--- src/rtl/jesd204b_pkg.sv ---
// jesd204b_pkg: K-character codes, DLL state encoding and scrambler seed shared by the
// JESD204B lane data-link transmitter and its scrambler.
package jesd204b_pkg;

    localparam logic [7:0]  K28_0    = 8'h1C;   // /R/ multiframe start
    localparam logic [7:0]  K28_3    = 8'h7C;   // /A/ multiframe end
    localparam logic [7:0]  K28_4    = 8'h9C;   // /Q/ configuration start
    localparam logic [7:0]  K28_5    = 8'hBC;   // /K/ code-group sync
    localparam logic [31:0] CGS_WORD = {4{K28_5}};

    localparam logic [14:0] SCR_SEED = 15'h7F80;

    typedef enum logic [1:0] {
        ST_CGS  = 2'd0,
        ST_ILAS = 2'd1,
        ST_DATA = 2'd2
    } dll_state_e;

    typedef struct packed {
        logic [14:0] state;
        logic [31:0] word;
    } scr_result_t;

endpackage

--- src/rtl/jesd204b_scrambler.sv ---
// jesd204b_scrambler: 32-bit self-synchronous scrambler 1+x^14+x^15, bit 7 of octet 0 first.
// The scrambled word is combinational; the history register steps once per consumed word.
module jesd204b_scrambler
    import jesd204b_pkg::*;
(
    input  logic        clk,
    input  logic        reset,
    input  logic        init,
    input  logic        advance,
    input  logic [31:0] data_in,
    output logic [31:0] data_out
);

    logic [14:0] history;
    scr_result_t res;

    // history[0] holds the most recent scrambled bit, history[14] the oldest
    function automatic scr_result_t scramble(input logic [14:0] hist, input logic [31:0] din);
        scr_result_t r;
        logic [14:0] h;
        logic        b;
        h      = hist;
        r.word = '0;
        for (int n = 31; n >= 0; n--) begin
            b         = din[n] ^ h[13] ^ h[14];
            r.word[n] = b;
            h         = {h[13:0], b};
        end
        r.state = h;
        return r;
    endfunction

    always_comb res = scramble(history, data_in);

    assign data_out = res.word;

    always_ff @(posedge clk) begin
        if (reset || init) begin
            history <= SCR_SEED;
        end else if (advance) begin
            history <= res.state;
        end
    end

endmodule

--- src/rtl/jesd204b_dll_tx.sv ---
// jesd204b_dll_tx: JESD204B lane data-link layer transmitter (CGS -> ILAS -> DATA).
// Define JESD204B_SCRAMBLE_EN to scramble DATA octets; otherwise DATA passes through.
module jesd204b_dll_tx
    import jesd204b_pkg::*;
#(
    parameter int F       = 2,
    parameter int K       = 32,
    parameter int ILAS_MF = 4
) (
    input  logic         clk,
    input  logic         reset,
    input  logic         en,
    input  logic         sync_n,
    input  logic [31:0]  tx_datain,
    input  logic [111:0] ilas_cfg,
    output logic [31:0]  tx_data,
    output logic [3:0]   tx_charisk,
    output logic         tx_ready,
    output logic         lmfc_edge
);

    localparam int WPM = F * K / 4;
    localparam int CW  = (WPM > 1) ? $clog2(WPM) : 1;
    localparam logic [CW-1:0] CNT_LAST = CW'(WPM - 1);
    localparam logic [9:0]    OCT_LAST = 10'(F * K - 1);
    localparam logic [7:0]    MF_LAST  = 8'(ILAS_MF - 1);

    dll_state_e    state, state_nxt;
    logic [CW-1:0] lmfc_cnt;
    logic [7:0]    ilas_mf;
    logic          lmfc_last;

    logic [7:0]    cfg_oct [16];
    logic [31:0]   ilas_word;
    logic [3:0]    ilas_k;
    logic [31:0]   data_word;
    logic [31:0]   word_nxt;
    logic [3:0]    k_nxt;

    assign lmfc_last = (lmfc_cnt == CNT_LAST);

    // LMFC word counter runs regardless of link state
    always_ff @(posedge clk) begin
        if (reset) begin
            lmfc_cnt <= '0;
        end else if (lmfc_last) begin
            lmfc_cnt <= '0;
        end else begin
            lmfc_cnt <= lmfc_cnt + CW'(1);
        end
    end

    always_ff @(posedge clk) begin
        if (reset || state != ST_ILAS) begin
            ilas_mf <= '0;
        end else if (lmfc_last) begin
            ilas_mf <= ilas_mf + 8'd1;
        end
    end

    always_ff @(posedge clk) begin
        if (reset) begin
            state <= ST_CGS;
        end else begin
            state <= state_nxt;
        end
    end

    // CGS leaves only on the last LMFC word so that ILAS begins on an LMFC edge
    always_comb begin
        state_nxt = state;
        case (state)
            ST_CGS:  if (sync_n && lmfc_last) state_nxt = ST_ILAS;
            ST_ILAS: begin
                if (!sync_n) begin
                    state_nxt = ST_CGS;
                end else if (lmfc_last && ilas_mf == MF_LAST) begin
                    state_nxt = ST_DATA;
                end
            end
            ST_DATA: if (!sync_n) state_nxt = ST_CGS;
            default: state_nxt = ST_CGS;
        endcase
        if (!en) state_nxt = ST_CGS;
    end

    always_comb begin
        for (int j = 0; j < 14; j++) begin
            cfg_oct[j] = ilas_cfg[8*(13-j) +: 8];
        end
        cfg_oct[14] = 8'h00;
        cfg_oct[15] = 8'h00;
    end

    // ILAS octet n of a multiframe: /R/ at 0, /A/ at the end, /Q/ + config in multiframe 1
    always_comb begin
        logic [9:0] oct_idx;
        logic [3:0] cfg_j;
        logic [7:0] oct;
        logic       kf;
        ilas_word = '0;
        ilas_k    = '0;
        oct_idx   = '0;
        cfg_j     = '0;
        oct       = '0;
        kf        = 1'b0;
        for (int i = 0; i < 4; i++) begin
            oct_idx = 10'(lmfc_cnt) * 10'd4 + 10'(i);
            cfg_j   = 4'(oct_idx - 10'd2);
            oct     = oct_idx[7:0];
            kf      = 1'b0;
            if (oct_idx == 10'd0) begin
                oct = K28_0;
                kf  = 1'b1;
            end else if (oct_idx == OCT_LAST) begin
                oct = K28_3;
                kf  = 1'b1;
            end else if (ilas_mf == 8'd1 && oct_idx == 10'd1) begin
                oct = K28_4;
                kf  = 1'b1;
            end else if (ilas_mf == 8'd1 && oct_idx <= 10'd15) begin
                oct = cfg_oct[cfg_j];
            end
            ilas_word[8*(3-i) +: 8] = oct;
            ilas_k[3-i]             = kf;
        end
    end

`ifdef JESD204B_SCRAMBLE_EN
    jesd204b_scrambler u_scrambler (
        .clk      (clk),
        .reset    (reset),
        .init     (state == ST_CGS),
        .advance  (state == ST_DATA),
        .data_in  (tx_datain),
        .data_out (data_word)
    );
`else
    assign data_word = tx_datain;
`endif

    always_comb begin
        word_nxt = CGS_WORD;
        k_nxt    = 4'hF;
        case (state)
            ST_ILAS: begin
                word_nxt = ilas_word;
                k_nxt    = ilas_k;
            end
            ST_DATA: begin
                word_nxt = data_word;
                k_nxt    = 4'h0;
            end
            default: ;
        endcase
    end

    // Output register: one word per clk, lmfc_edge marks word 0 of each multiframe
    always_ff @(posedge clk) begin
        if (reset) begin
            tx_data    <= CGS_WORD;
            tx_charisk <= 4'hF;
            lmfc_edge  <= 1'b0;
        end else begin
            tx_data    <= word_nxt;
            tx_charisk <= k_nxt;
            lmfc_edge  <= (lmfc_cnt == '0);
        end
    end

    assign tx_ready = (state == ST_DATA);

endmodule
--- config.mk ---
export PLATFORM = sky130hd
export DESIGN_NAME = jesd204b_dll_tx
export DESIGN_NICKNAME = d
export VERILOG_FILES = /design/src/rtl/jesd204b_pkg.sv /design/src/rtl/jesd204b_scrambler.sv /design/src/rtl/jesd204b_dll_tx.sv
export SDC_FILE = /design/constraint.sdc
export NUM_CORES = 1
export LEC_CHECK = 0
export ABC_AREA = 0
export BUFFER_PORTS_ARGS = -buffer_cell sky130_fd_sc_hd__buf_4
export CAP_MARGIN = 20
export CORE_MARGIN = 5
export CORE_UTILIZATION = 46
export CTS_CLUSTER_SIZE = 24
export DETAILED_ROUTE_END_ITERATION = 8
export PLACE_DENSITY = 0.93
export SETUP_SLACK_MARGIN = 0.5
export SYNTH_ARGS = -nofsm -noshare
export SYNTH_HDL_FRONTEND = slang
export SYNTH_SLANG_ARGS = --single-unit
--- constraint.sdc ---
create_clock -name clk -period 4.1 [get_ports clk]
set_clock_uncertainty 0.15 [all_clocks]
set_input_delay 1.025 -clock clk [delete_from_list [all_inputs] [get_ports clk]]
set_output_delay 1.025 -clock clk [all_outputs]
set_load 0.005 [all_outputs]
==> flow_summary.toml <==
[finish]
nets = 618
fill_cells = 419
area_delta_synth_final_pct = 51.9
drive_gt1_share_pct = 48.5
final_util_pct = 72.2
n_antenna_cell = 0

[global_route]
grt-ovfl-total = 0
grt_pass1_wl_mm = 15.3
grt_max_degree = 35
grt_use_total_pct = 25.7
antenna_found_initial = 0
grt_pass1_vias = 3064

[worst_setup_path]
start_kind = "primary input"
r2r-start = "state[1]"
cp_max_fo = 26
critPathKind = "primary input to flip-flop"
r2r_end = "tx_data[18]"
worstSetupEndpointType = "flip-flop"
reg2reg_setup_slack_ps = 1000
worstPathArrival_ps = 3260
required_ps = 4130
ff2ff_path_depth = 6

[floorplan]
num_io_pins = 186
core_area_um2 = 5920
die_w_um = 88.2
die_area_um2 = 7780
die_h_um = 88.2
row_count = 28
initial_core_util_pct = 47.5

[synthesis]
yosysSeqAreaShare_pct = 36.3
ys_types = 46
yosysTopAreaCellShare_pct = 36.3
synth-edff-count = 0
yosysWarnings = 0
async_flop_share_pct = 0
ys.flop_type = "dfxtp_1"
syn_area_per_cell_um2 = 9.60
ys_ff_latch = 51
syn_inst = 293
syn-num-nets = 448
synthesis.area_um2 = 2810
yosys.area.top_type = "dfxtp_1"
synthTopCellsByArea = "dfxtp_1 (36%), mux4_2 (13%), a21oi_1 (4.8%)"

[routing]
wl_met2_mm = 5.51
dr.first_iter.drc_count = 246
wl_met1_mm = 3.61
vias = 3101
first_pass_iters = 5
wire_per_inst_um = 19.6
drc = 0
antenna_left = 0
dr_wl_met3_mm = 1.12
via_per_inst = 5.75
wl_mm = 10.6
top_layer = "met4"

[timing]
finalCriticalPeriod_ps = 3230
rsz0062_at_grt = "no"
hold_viol_final = 0
fmax_mhz = 310
drv_slew = 0
worst_slew_pin_slew_ps = 843
finalSetupViolations = 0
period_share_pct = 78.8
setup-tns-final_ps = 0
maxSlewHeadroom_pct = 43.8

[min_path]
min_path_type = "flip-flop to flip-flop"
hold_path_depth = 2
holdCritStartpoint = "ilas_mf[3]"
hold_path_end = "ilas_mf[3]"

[power]
power.total_mw = 1.06
ir_worst_vdd_uv = 153
power_frac_seq_pct = 47.5
clock_power_share_pct = 27.4
power_frac_comb_pct = 25.1
p_sw_mw = 0.273
internal_power_mw = 0.783
powerDensity_nw_per_um2 = 247
p_leak_nw = 1.82
switching_share_pct = 25.9

[place]
gp_congestion = 0.916
io_buffer_count = 185
dpl.hpwl_mm = 8.38

[status]
status = "finished, final reports clean"

[cts]
clock-sinks = 51
cts_tree = "built"
hold_buffers = 0
numCtsBuffers = 5
clk_latency_ps = 310
root_buffer = "clkbuf_8"
ctsLongestPathBuffers = 2
cts_resized = 0
path_clk_slew_ps = 100
htree_levels = 2
postCtsSetupBuffers = 0

[flow_run]
cap_violations = 0
==> layout make-up <==
class                           count  area (um^2)  area share, %
Sequential cell                    51         1020           23.9
Tap cell                           75         93.8           2.20
Clock buffer                        6         72.6           1.70
Inverter                            9         33.8          0.790
Multi-Input combinational cell    207         1620           37.9
Clock inverter                      2         12.5          0.293
Timing Repair Buffer              189         1420           33.2
==> critical path, cell delays in order <==
cell and delay (ps):
buf_4 150, nor2b_1 530, clkinv_1 830, a31oi_1 570
o211ai_1 150
==> metal layers <==
layer	global-route usage, %	vias to the layer above
met5	0	-
met4	9.34	0
met3	7.17	28
met2	45.7	183
met1	29.3	1462
li1	-	1428
==> synth_stat cells (2+ instances only) <==
cell / count
nor2b_1: 2
mux2i_1: 13
o211ai_1: 2
nor2_1: 23
a221oi_1: 6
nand2b_1: 2
and3_1: 3
a221o_1: 5
xnor2_1: 6
o31ai_1: 6
mux4_2: 16
buf_2: 14
o21ai_0: 15
nand2_1: 26
mux2_2: 5
a22oi_1: 6
buf_6: 2
dfxtp_1: 51
buf_4: 2
ha_1: 7
o2bb2ai_1: 4
a222oi_1: 3
inv_1: 8
a31oi_1: 2
clkbuf_1: 8
nor3_1: 3
a21oi_1: 27
nand3_1: 8
==> sequential cells by signal (all words and copies together), names as in the netlist <==
signal	cells
lmfc_cnt	4
ilas_mf	8
lmfc_edge	1
state	2
tx_charisk	4
tx_data	32
==> worst max path at each step <==
| stage | slack, ps | depth (start not counted) | to | start |
|---|---|---|---|---|
| 2_1_floorplan | 1610 | 10 | tx_data[20] | lmfc_cnt[0] |
| 3_3_place_gp | 840 | 5 | tx_data[18] | reset |
| 3_5_place_dp | 670 | 5 | tx_data[18] | reset |
| 4_1_cts | 930 | 5 | tx_data[18] | reset |
| 5_1_grt | 690 | 5 | tx_data[18] | reset |
| 6_report | 870 | 5 | tx_data[18] | reset |
==> power groups by stage <==
| stage | clock network [mW] | registers, mW | logic, mW |
|---|---|---|---|
| after floorplan | 0 | 0.511 | 0.132 |
| after global placement | 0 | 0.513 | 0.259 |
| after detailed placement | 0 | 0.513 | 0.263 |
| after CTS | 0.287 | 0.502 | 0.264 |
| after global routing | 0.306 | 0.503 | 0.282 |
| final | 0.289 | 0.502 | 0.264 |
==> cell usage in the layout, fill, tap and decap left out, types with 3 or more instances in the layout <==
cell type / synthesis / final
ha_1: 7 / 7
a221oi_1: 6 / 6
nor3_1: 3 / 3
nand3_1: 8 / 8
a221o_1: 5 / 5
nand2_1: 26 / 26
dfxtp_1: 51 / 51
o2bb2ai_1: 4 / 4
mux4_2: 16 / 16
nor2_1: 23 / 23
inv_1: 8 / 8
o31ai_1: 6 / 6
mux2_2: 5 / 5
buf_4: 2 / 189
mux2i_1: 13 / 13
a21oi_1: 27 / 27
o21ai_0: 15 / 15
clkbuf_8: 0 / 5
and3_1: 3 / 3
xnor2_1: 6 / 6
a22oi_1: 6 / 6
a222oi_1: 3 / 3
==> metrics by stage <==
step                      instances  hold WS [ps]  cell area (um^2)  setup slack, ps
after global routing            539           426              4270              691
after CTS                       539           370              4270              932
after global placement          531           353              4190              835
final                           539           375              4270              869
after floorplan                 293           334              2810             1610
after detailed placement        531           358              4190              673
==> cell families after synthesis <==
kind of cell,share of synthesized area [%]
adders and majority gates,3.11
muxes,19.4
and+or+nand+nor,14.3
xor gates and xnor gates,1.87
AOI/OAI and AO/OA,18.9
buffers and inverters,6.09
DFF,36.3
(Power assumes the default switching activity.)
